--- config.mk ---
export PLATFORM = sky130hd
export DESIGN_NAME = probe_trace_buffer
export DESIGN_NICKNAME = d
export VERILOG_FILES = /design/src/rtl/trace_pkg.sv /design/src/rtl/trace_fifo.sv /design/src/rtl/probe_trace_buffer.sv
export SDC_FILE = /design/constraint.sdc
export NUM_CORES = 2
export LEC_CHECK = 0
export CORE_UTILIZATION = 55
export DETAILED_ROUTE_END_ITERATION = 8
export PLACE_DENSITY = 0.73
export SLEW_MARGIN = 20
export SYNTH_ARGS = -nofsm -noshare
export SYNTH_HDL_FRONTEND = slang
export SYNTH_SLANG_ARGS = --single-unit
--- constraint.sdc ---
create_clock -name clk -period 13.7 [get_ports clk]
set_input_delay 1.37 -clock clk [delete_from_list [all_inputs] [get_ports clk]]
set_output_delay 1.37 -clock clk [all_outputs]
set_load 0.02 [all_outputs]
--- src/rtl/trace_pkg.sv ---
// trace_pkg: trace record layout, counter widths and instruction field ranges
package trace_pkg;
    localparam int SEQ_W = 16;
    localparam int CNT_W = 16;
    localparam int OPC_LO = 0;
    localparam int OPC_HI = 6;
    localparam int RD_LO = 7;
    localparam int RD_HI = 11;
    localparam int F3_LO = 12;
    localparam int F3_HI = 14;
    localparam int RS1_LO = 15;
    localparam int RS1_HI = 19;
    localparam int RS2_LO = 20;
    localparam int RS2_HI = 24;
    localparam int F7_LO = 25;
    localparam int F7_HI = 31;
    typedef struct packed {
        logic [SEQ_W-1:0] seq;
        logic chk;
        logic mis;
        logic [31:0] d_pc;
        logic [6:0] d_opcode;
        logic [4:0] d_rd;
        logic [2:0] d_funct3;
        logic [4:0] d_rs1;
        logic [4:0] d_rs2;
        logic [6:0] d_funct7;
        logic [31:0] d_imm;
        logic [4:0] d_shamt;
    } trace_rec_t;
endpackage

--- src/rtl/trace_fifo.sv ---
// trace_fifo: synchronous FIFO of trace records with simultaneous push/pop at full
module trace_fifo import trace_pkg::*; #(
    parameter int DEPTH = 16
) (
    input  logic clk,
    input  logic reset,
    input  logic push,
    input  logic pop,
    input  trace_rec_t din,
    output trace_rec_t dout,
    output logic full,
    output logic empty,
    output logic [$clog2(DEPTH):0] count
);
    localparam int AW = $clog2(DEPTH);
    trace_rec_t mem [DEPTH];
    logic [AW-1:0] wptr, rptr;
    logic do_push, do_pop;
    assign full = count == (AW+1)'(DEPTH);
    assign empty = count == '0;
    assign do_pop = pop && !empty;
    assign do_push = push && (!full || do_pop);
    // head forced to zero when empty so reset shows an all-zero record
    assign dout = empty ? '0 : mem[rptr];
    always_ff @(posedge clk or posedge reset) begin
        if (reset) begin
            wptr <= '0;
            rptr <= '0;
            count <= '0;
        end else begin
            if (do_push) wptr <= wptr + 1'b1;
            if (do_pop) rptr <= rptr + 1'b1;
            count <= count + (AW+1)'(do_push) - (AW+1)'(do_pop);
        end
    end
    always_ff @(posedge clk) begin
        if (do_push) mem[wptr] <= din;
    end
endmodule

--- src/rtl/probe_trace_buffer.sv ---
// probe_trace_buffer: captures decode probes, checks them against last cycle's fetch, buffers records
module probe_trace_buffer import trace_pkg::*; #(
    parameter int DWIDTH = 32,
    parameter int DEPTH = 16
) (
    input  logic clk,
    input  logic reset,
    input  logic capture_en,
    input  logic [DWIDTH-1:0] f_pc,
    input  logic [DWIDTH-1:0] f_insn,
    input  logic [DWIDTH-1:0] d_pc,
    input  logic [6:0] d_opcode,
    input  logic [4:0] d_rd,
    input  logic [2:0] d_funct3,
    input  logic [4:0] d_rs1,
    input  logic [4:0] d_rs2,
    input  logic [6:0] d_funct7,
    input  logic [DWIDTH-1:0] d_imm,
    input  logic [4:0] d_shamt,
    output logic out_valid,
    input  logic out_ready,
    output trace_rec_t out_data,
    output logic overflow,
    output logic [CNT_W-1:0] drop_count,
    output logic err,
    output logic [CNT_W-1:0] err_count
);
    logic [DWIDTH-1:0] f_pc_q, f_insn_q;
    logic f_vld_q;
    logic [SEQ_W-1:0] seq;
    logic mis, pop, drop, full, empty;
    logic [$clog2(DEPTH):0] count;
    trace_rec_t rec;
    assign pop = out_valid && out_ready;
    assign out_valid = !empty;
    assign drop = capture_en && full && !pop;
    assign mis = f_vld_q && (d_pc != f_pc_q || d_opcode != f_insn_q[OPC_HI:OPC_LO] ||
        d_rd != f_insn_q[RD_HI:RD_LO] || d_funct3 != f_insn_q[F3_HI:F3_LO] ||
        d_rs1 != f_insn_q[RS1_HI:RS1_LO] || d_rs2 != f_insn_q[RS2_HI:RS2_LO] ||
        d_funct7 != f_insn_q[F7_HI:F7_LO]);
    assign rec = '{seq: seq, chk: f_vld_q, mis: mis, d_pc: d_pc, d_opcode: d_opcode, d_rd: d_rd,
        d_funct3: d_funct3, d_rs1: d_rs1, d_rs2: d_rs2, d_funct7: d_funct7, d_imm: d_imm,
        d_shamt: d_shamt};
    trace_fifo #(.DEPTH(DEPTH)) u_fifo (
        .clk(clk), .reset(reset), .push(capture_en), .pop(pop), .din(rec),
        .dout(out_data), .full(full), .empty(empty), .count(count)
    );
    always_comb assert (reset || full == (count == ($clog2(DEPTH)+1)'(DEPTH)));
    always_ff @(posedge clk or posedge reset) begin
        if (reset) begin
            f_pc_q <= '0;
            f_insn_q <= '0;
            f_vld_q <= 1'b0;
            seq <= '0;
            err <= 1'b0;
            err_count <= '0;
            overflow <= 1'b0;
            drop_count <= '0;
        end else begin
            f_pc_q <= f_pc;
            f_insn_q <= f_insn;
            f_vld_q <= 1'b1;
            if (capture_en) seq <= seq + 1'b1;
            // errors count even when the record itself is dropped
            if (capture_en && mis) begin
                err <= 1'b1;
                if (err_count != '1) err_count <= err_count + 1'b1;
            end
            if (drop) begin
                overflow <= 1'b1;
                if (drop_count != '1) drop_count <= drop_count + 1'b1;
            end
        end
    end
endmodule

* Word level (Yosys, flattened, before mapping)
Memory sizes are Yosys's and may differ from the RTL's.
Cells that the tools add are included.
** Word-level totals
- Word-level logic and storage cells :: 52
- RAM bits :: 1904
- Bits in registers :: 128
- Input port bits :: 169
- Memories kept :: 1
- Output and inout bits :: 154
** Operators by class
- Add/subtract/negate cells :: 7
- Reduce and logical (&&, ||, !) cells :: 20
- Multiplexer cells :: 3
- Equality and inequality tests :: 10
** Memories
- u_fifo.mem :: depth 16, bits a word 119, read ports 1, clocked after Yosys merged registers in 0, wr ports 1, RTL line trace_fifo.sv:16 : trace_rec_t mem [DEPTH];
** Operator list (count)
- $mux W119 :: 1
- $add A16 B1 Y16 const B :: 3
- $ne A16 B16 Y1 const B :: 2
- $ne A32 B32 Y1 :: 1
- $ne A5 B5 Y1 :: 3
- $ne A7 B7 Y1 :: 2
- $add A4 B1 Y4 const B :: 2
- $logic_and A1 B1 Y1 :: 7
- $logic_or A1 B1 Y1 :: 7
- $add A5 B1 Y5 :: 1
- $eq A5 B5 Y1 const B :: 1
- $logic_not A5 Y1 :: 1
- $sub A5 B1 Y5 :: 1
- $reduce_and A2 Y1 :: 2
- $logic_not A1 Y1 :: 3
- $ne A3 B3 Y1 :: 1
- $mux W1 :: 2

* Logic depth before layout (Yosys ltp)
- Word-level depth :: 10
- Depth in mapped cells :: 16
- Gate-level depth less buffers :: 16

* Modules after synthesis
Synthesis repeated with hierarchy kept, for this count alone.
** Second synthesis, totals
- Cell total of the unflattened synthesis :: 3341
- Area total of the unflattened synthesis :: 76504.6 um^2
** By module, submodules not included
- trace_fifo :: area an instance 71880.2 um^2, sequential area each 57500.1 um^2, cells each 2992, times used 1
- probe_trace_buffer :: area an instance 4624.4 um^2, sequential area each 2877.8 um^2, cells each 349, times used 1

* Least setup slack after synthesis
OpenSTA, ideal clock, no wires.
- Kind :: input to register
- Start :: in capture_en
- End :: mem u_fifo.mem[3][0] (netlist name), enable pin
- Stages :: 5
- Slack :: 2670 ps
- Arrival time :: 10288 ps
- Path buffers :: 2
- Setup time :: 742 ps
- Data required time :: 12958 ps
- Cell sequence :: clkbuf_1 -> nor2b_1 -> clkbuf_1 -> nand2_1 -> nor3_1
** Between the ends
- Cells in the longest elaborated chain, start to end :: 3
** RTL lines
- from (decl) :: RTL line probe_trace_buffer.sv:8 : input logic capture_en,
- $logic_and A1 B1 Y1 :: RTL line trace_fifo.sv:22 : assign do_push = push && (!full || do_pop);
- $mux W1 :: RTL line trace_fifo.sv:37 : if (do_push) mem[wptr] <= din;
- $mux W1 (implied by the code) :: RTL line trace_fifo.sv:37
- to (decl) :: RTL line trace_fifo.sv:16
No other way between the ends.

==> parameters.txt <==
Parameter                              Value

Status
  Run status    finished clean

Floorplan
  Full die area    142,000 um^2
  Area of the core    140,000 um^2
  Site row count    137
  Die height    377 um
  Starting density of the core    55.5%
  Horizontal extent of the die    377 um
  Number of primary I/O pins    323

Timing
  Final period util    52.3%
  Timing-limited maximum frequency    140 MHz
  Setup repair after global routing missed its margin    no
  Transition at the pin with the smallest max-transition slack    1.19 ns
  Final Hold Viols    0
  Number of setup violations in the final report    0
  Worst slew margin relative to its limit    21.0%
  Setup TNS Final    0 ns
  Time the final worst path needs with I/O delays and setup    7.16 ns
  Clock Skew    0.0255 ns
  Final max-slew violation count    0

Setup path
  Crit path largest cell delay    0.91 ns
  FF-to-FF End    u_fifo.mem[10][17]
  Crit path launch type    flop
  Cell breakdown of the critical path    buf_4 -> buf_4 -> buf_4 -> mux4_2 -> mux4_2 -> and2_1 -> clkdlybuf4s50_1
  Crit path buf inv count    4
  Destination of the critical timing path    out_data[15]
  Slowest CP cell    buf_4
  Critical path's most frequent cell    buf_4
  Crit path DAT    5.79 ns
  WP depth    7
  Req. time, crit path    12.33 ns
  Critical Path End Type    primary output
  Largest delay contributor family on the critical path    buffers and inverters
  Type of the worst setup path    reg -> out
  Worst reg2reg startpoint    u_fifo.count[2]
  Register-to-Register Path Depth    9
  CP max FO    71
  Crit path from    u_fifo.rptr[1]
  R2R setup slack    9.13 ns

Clocking
  Post-CTS setup buffers    0
  Cell chosen for the clock root    clkbuf_16
  Longest Clk Path Bufs    3
  Number of clock buffers inserted by TritonCTS    199
  Htree depth    4
  TritonCTS clock tree    built
  Hold-fix buffers, CTS    0
  Total of cells resized after clock tree synthesis    0
  Source-to-sink clock delay at the later pin of the worst-skew pair    0.82 ns
  Clock slew seen by the registers of the worst setup and hold paths    0.06 ns
  Clk sinks    2,032

Global routing
  Number of antenna violations at the first check in global routing    23
  Largest net degree at the start of global routing    152
  Leftover overflow at the end of global routing    0
  Number of global-route vias before repair    36,300
  Global-route wire length before repair    255,000 um
  GR Util All Layers    25.5%

Worst hold path
  Min-Delay Path Class    reg -> reg
  Beginning of the worst hold path    err

Logic synthesis
  Number of synthesized register bits    2,032
  Cell area after synthesis    77,500 um^2
  Part of the Yosys area used for sequential elements    77.9%
  Number of instances in the synthesized netlist    3,207
  Mapped Avg Cell Area    24.2 um^2
  Net Count, Synth    3,391
  Yosys warnings    0
  Cell variety after synth    36

Cells and area
  Nets    3,826
  Final Instance Area    89,300 um^2
  Final-layout fill cell count    8,959
  Share of post-route cells with drive strength above 1    25.4%
  Area added between synthesis and finish    15.2%

Placement
  Number of buffer cells added on primary ports    322
  Final weighted congestion in routability-driven placement    0.758
  Placed instance area    82,900 um^2
  Estimated wirelength of the detail-placed design    92,600 um

Routing
  Routed wire length    179,000 um
  Detailed Route Iter0 Violations    4,098
  Remaining antenna violation count after routing    0
  Number of vias in the routed layout    35,800
  Detailed-router iteration count before antenna repair    5
  Via count normalized by instance count    6.30
  # DRC    0
  DR WL/cell    31.4 um

Pwr
  Max IR drop VDD    0.193 mV
  Power per Cell Area    212 nW/um^2
  Static Leakage    28.3 nW

Job
  Max-Cap Viols    0
[cell type report]
type	count	area [um^2]	share of cell area [%]
multi-input cells	999	16300	18.3
repair buffers	385	3800	4.25
clock inverters	90	886	0.992
clock buffers	280	5450	6.11
flip-flops and latches	2032	60400	67.6
well taps	1876	2350	2.63
inverters	25	98.8	0.111
diodes	7	17.5	0.0196
[power by group]
| group | internal (W) | total, W | leakage [nW] | switching [W] |
|---|---|---|---|---|
| Combinational | 0.00287 | 0.00584 | 6.45 | 0.00296 |
| Sequential | 0.00748 | 0.00781 | 18.8 | 0.000324 |
| Clock | 0.00301 | 0.00529 | 3.09 | 0.00228 |
[logic make-up after synthesis]
| group | count (synthesis) | synth area share [%] |
|---|---|---|
| flip-flops | 2032 | 77.9 |
| multiplexers | 599 | 17.3 |
| AND/OR/NAND/NOR | 260 | 1.89 |
| buffers and inverters | 176 | 1.20 |
| XOR/XNOR | 118 | 1.33 |
| adder cells (fa/ha/maj) | 15 | 0.252 |
| AO/OA/AOI/OAI | 6 | 0.0630 |
| other | 1 | 0.00484 |
[Yosys cell counts, drive strengths merged]
cell | count | area [um^2]
fa | 1 | 20.0
nor2b | 1 | 6.26
nand4 | 27 | 169
or3b | 1 | 8.76
a21o | 2 | 15.0
a21oi | 2 | 10.0
mux2i | 1 | 10.0
conb | 1 | 3.75
dfrtp | 128 | 3200
mux2 | 3 | 33.8
nor4 | 8 | 50.1
ha | 14 | 175
nor3b | 2 | 20.0
buf | 79 | 566
o21ai | 1 | 5.00
nand3 | 15 | 75.1
nand2b | 3 | 18.8
or2 | 2 | 12.5
and4 | 2 | 17.5
nor3 | 9 | 45.0
or3 | 1 | 6.26
xnor2 | 97 | 850
xor2 | 21 | 184
o21bai | 1 | 18.8
mux4 | 595 | 13400
and2 | 122 | 763
nor2 | 30 | 113
edfxtp | 1904 | 57200
and3 | 8 | 50.1
nand2 | 29 | 109
inv | 25 | 93.8
clkbuf | 72 | 270
[flip-flops by register name, summed over array words and instances, names as in the netlist]
| signal | cells |
|---|---|
| drop_count | 16 |
| err | 1 |
| err_count | 16 |
| f_insn_q | 32 |
| f_pc_q | 32 |
| f_vld_q | 1 |
| overflow | 1 |
| seq | 16 |
| u_fifo.count | 5 |
| u_fifo.mem | 1904 |
| u_fifo.rptr | 4 |
| u_fifo.wptr | 4 |
[worst reg2reg max path, delay by kind of cell, from the launching register on]
family | cells | cell delay, ns
AND/OR/NAND/NOR | 5 | 1.86
buffers and inverters | 3 | 1.72
flip-flops | 1 | 0.36
adder cells (fa/ha/maj) | 1 | 0.18
[worst min path at each step]
stage	to	slack, ns	cells past startpoint
global route	overflow	0.49	1
CTS	overflow	0.47	1
detailed placement	overflow	0.45	1
finish	err	0.47	1
global placement	err	0.45	1
floorplan	u_fifo.rptr[1]	0.54	3
[layout by cell type (no fill, tap or decap), types with 27 or more instances in the layout]
cell type	instances
and2_1	122
clkbuf_1	64
mux4_2	595
buf_4	55
nand4_1	27
edfxtp_1	1904
dfrtp_1	124
clkdlybuf4s50_1	322
nand2_1	29
clkbuf_16	199
clkinv_2	30
xnor2_1	96
[routing by layer]
layer	up-vias	global-route usage (%)	share of wire [%]
met1	19300	35.9	39
met4	32	8.23	3.0
met3	284	6.87	9.9
li1	14400	-	-
met2	1819	39.3	48
met5	-	0	0.10
[per-stage QoR]
stage                     total power, W  utilization, %  worst slack [ns]  instances  hold WS (ns)
final                             0.0189            63.9              6.54       5694         0.469
after global routing              0.0196            63.9              6.34       5688         0.490
after CTS                         0.0191            63.9              6.45       5687         0.475
after detailed placement          0.0138            59.4              7.35       5317         0.454
after global placement            0.0138            59.4              7.39       5316         0.445
after floorplan                   0.0118               -              2.67       3207         0.543
Power figures use the tool's default switching activity.
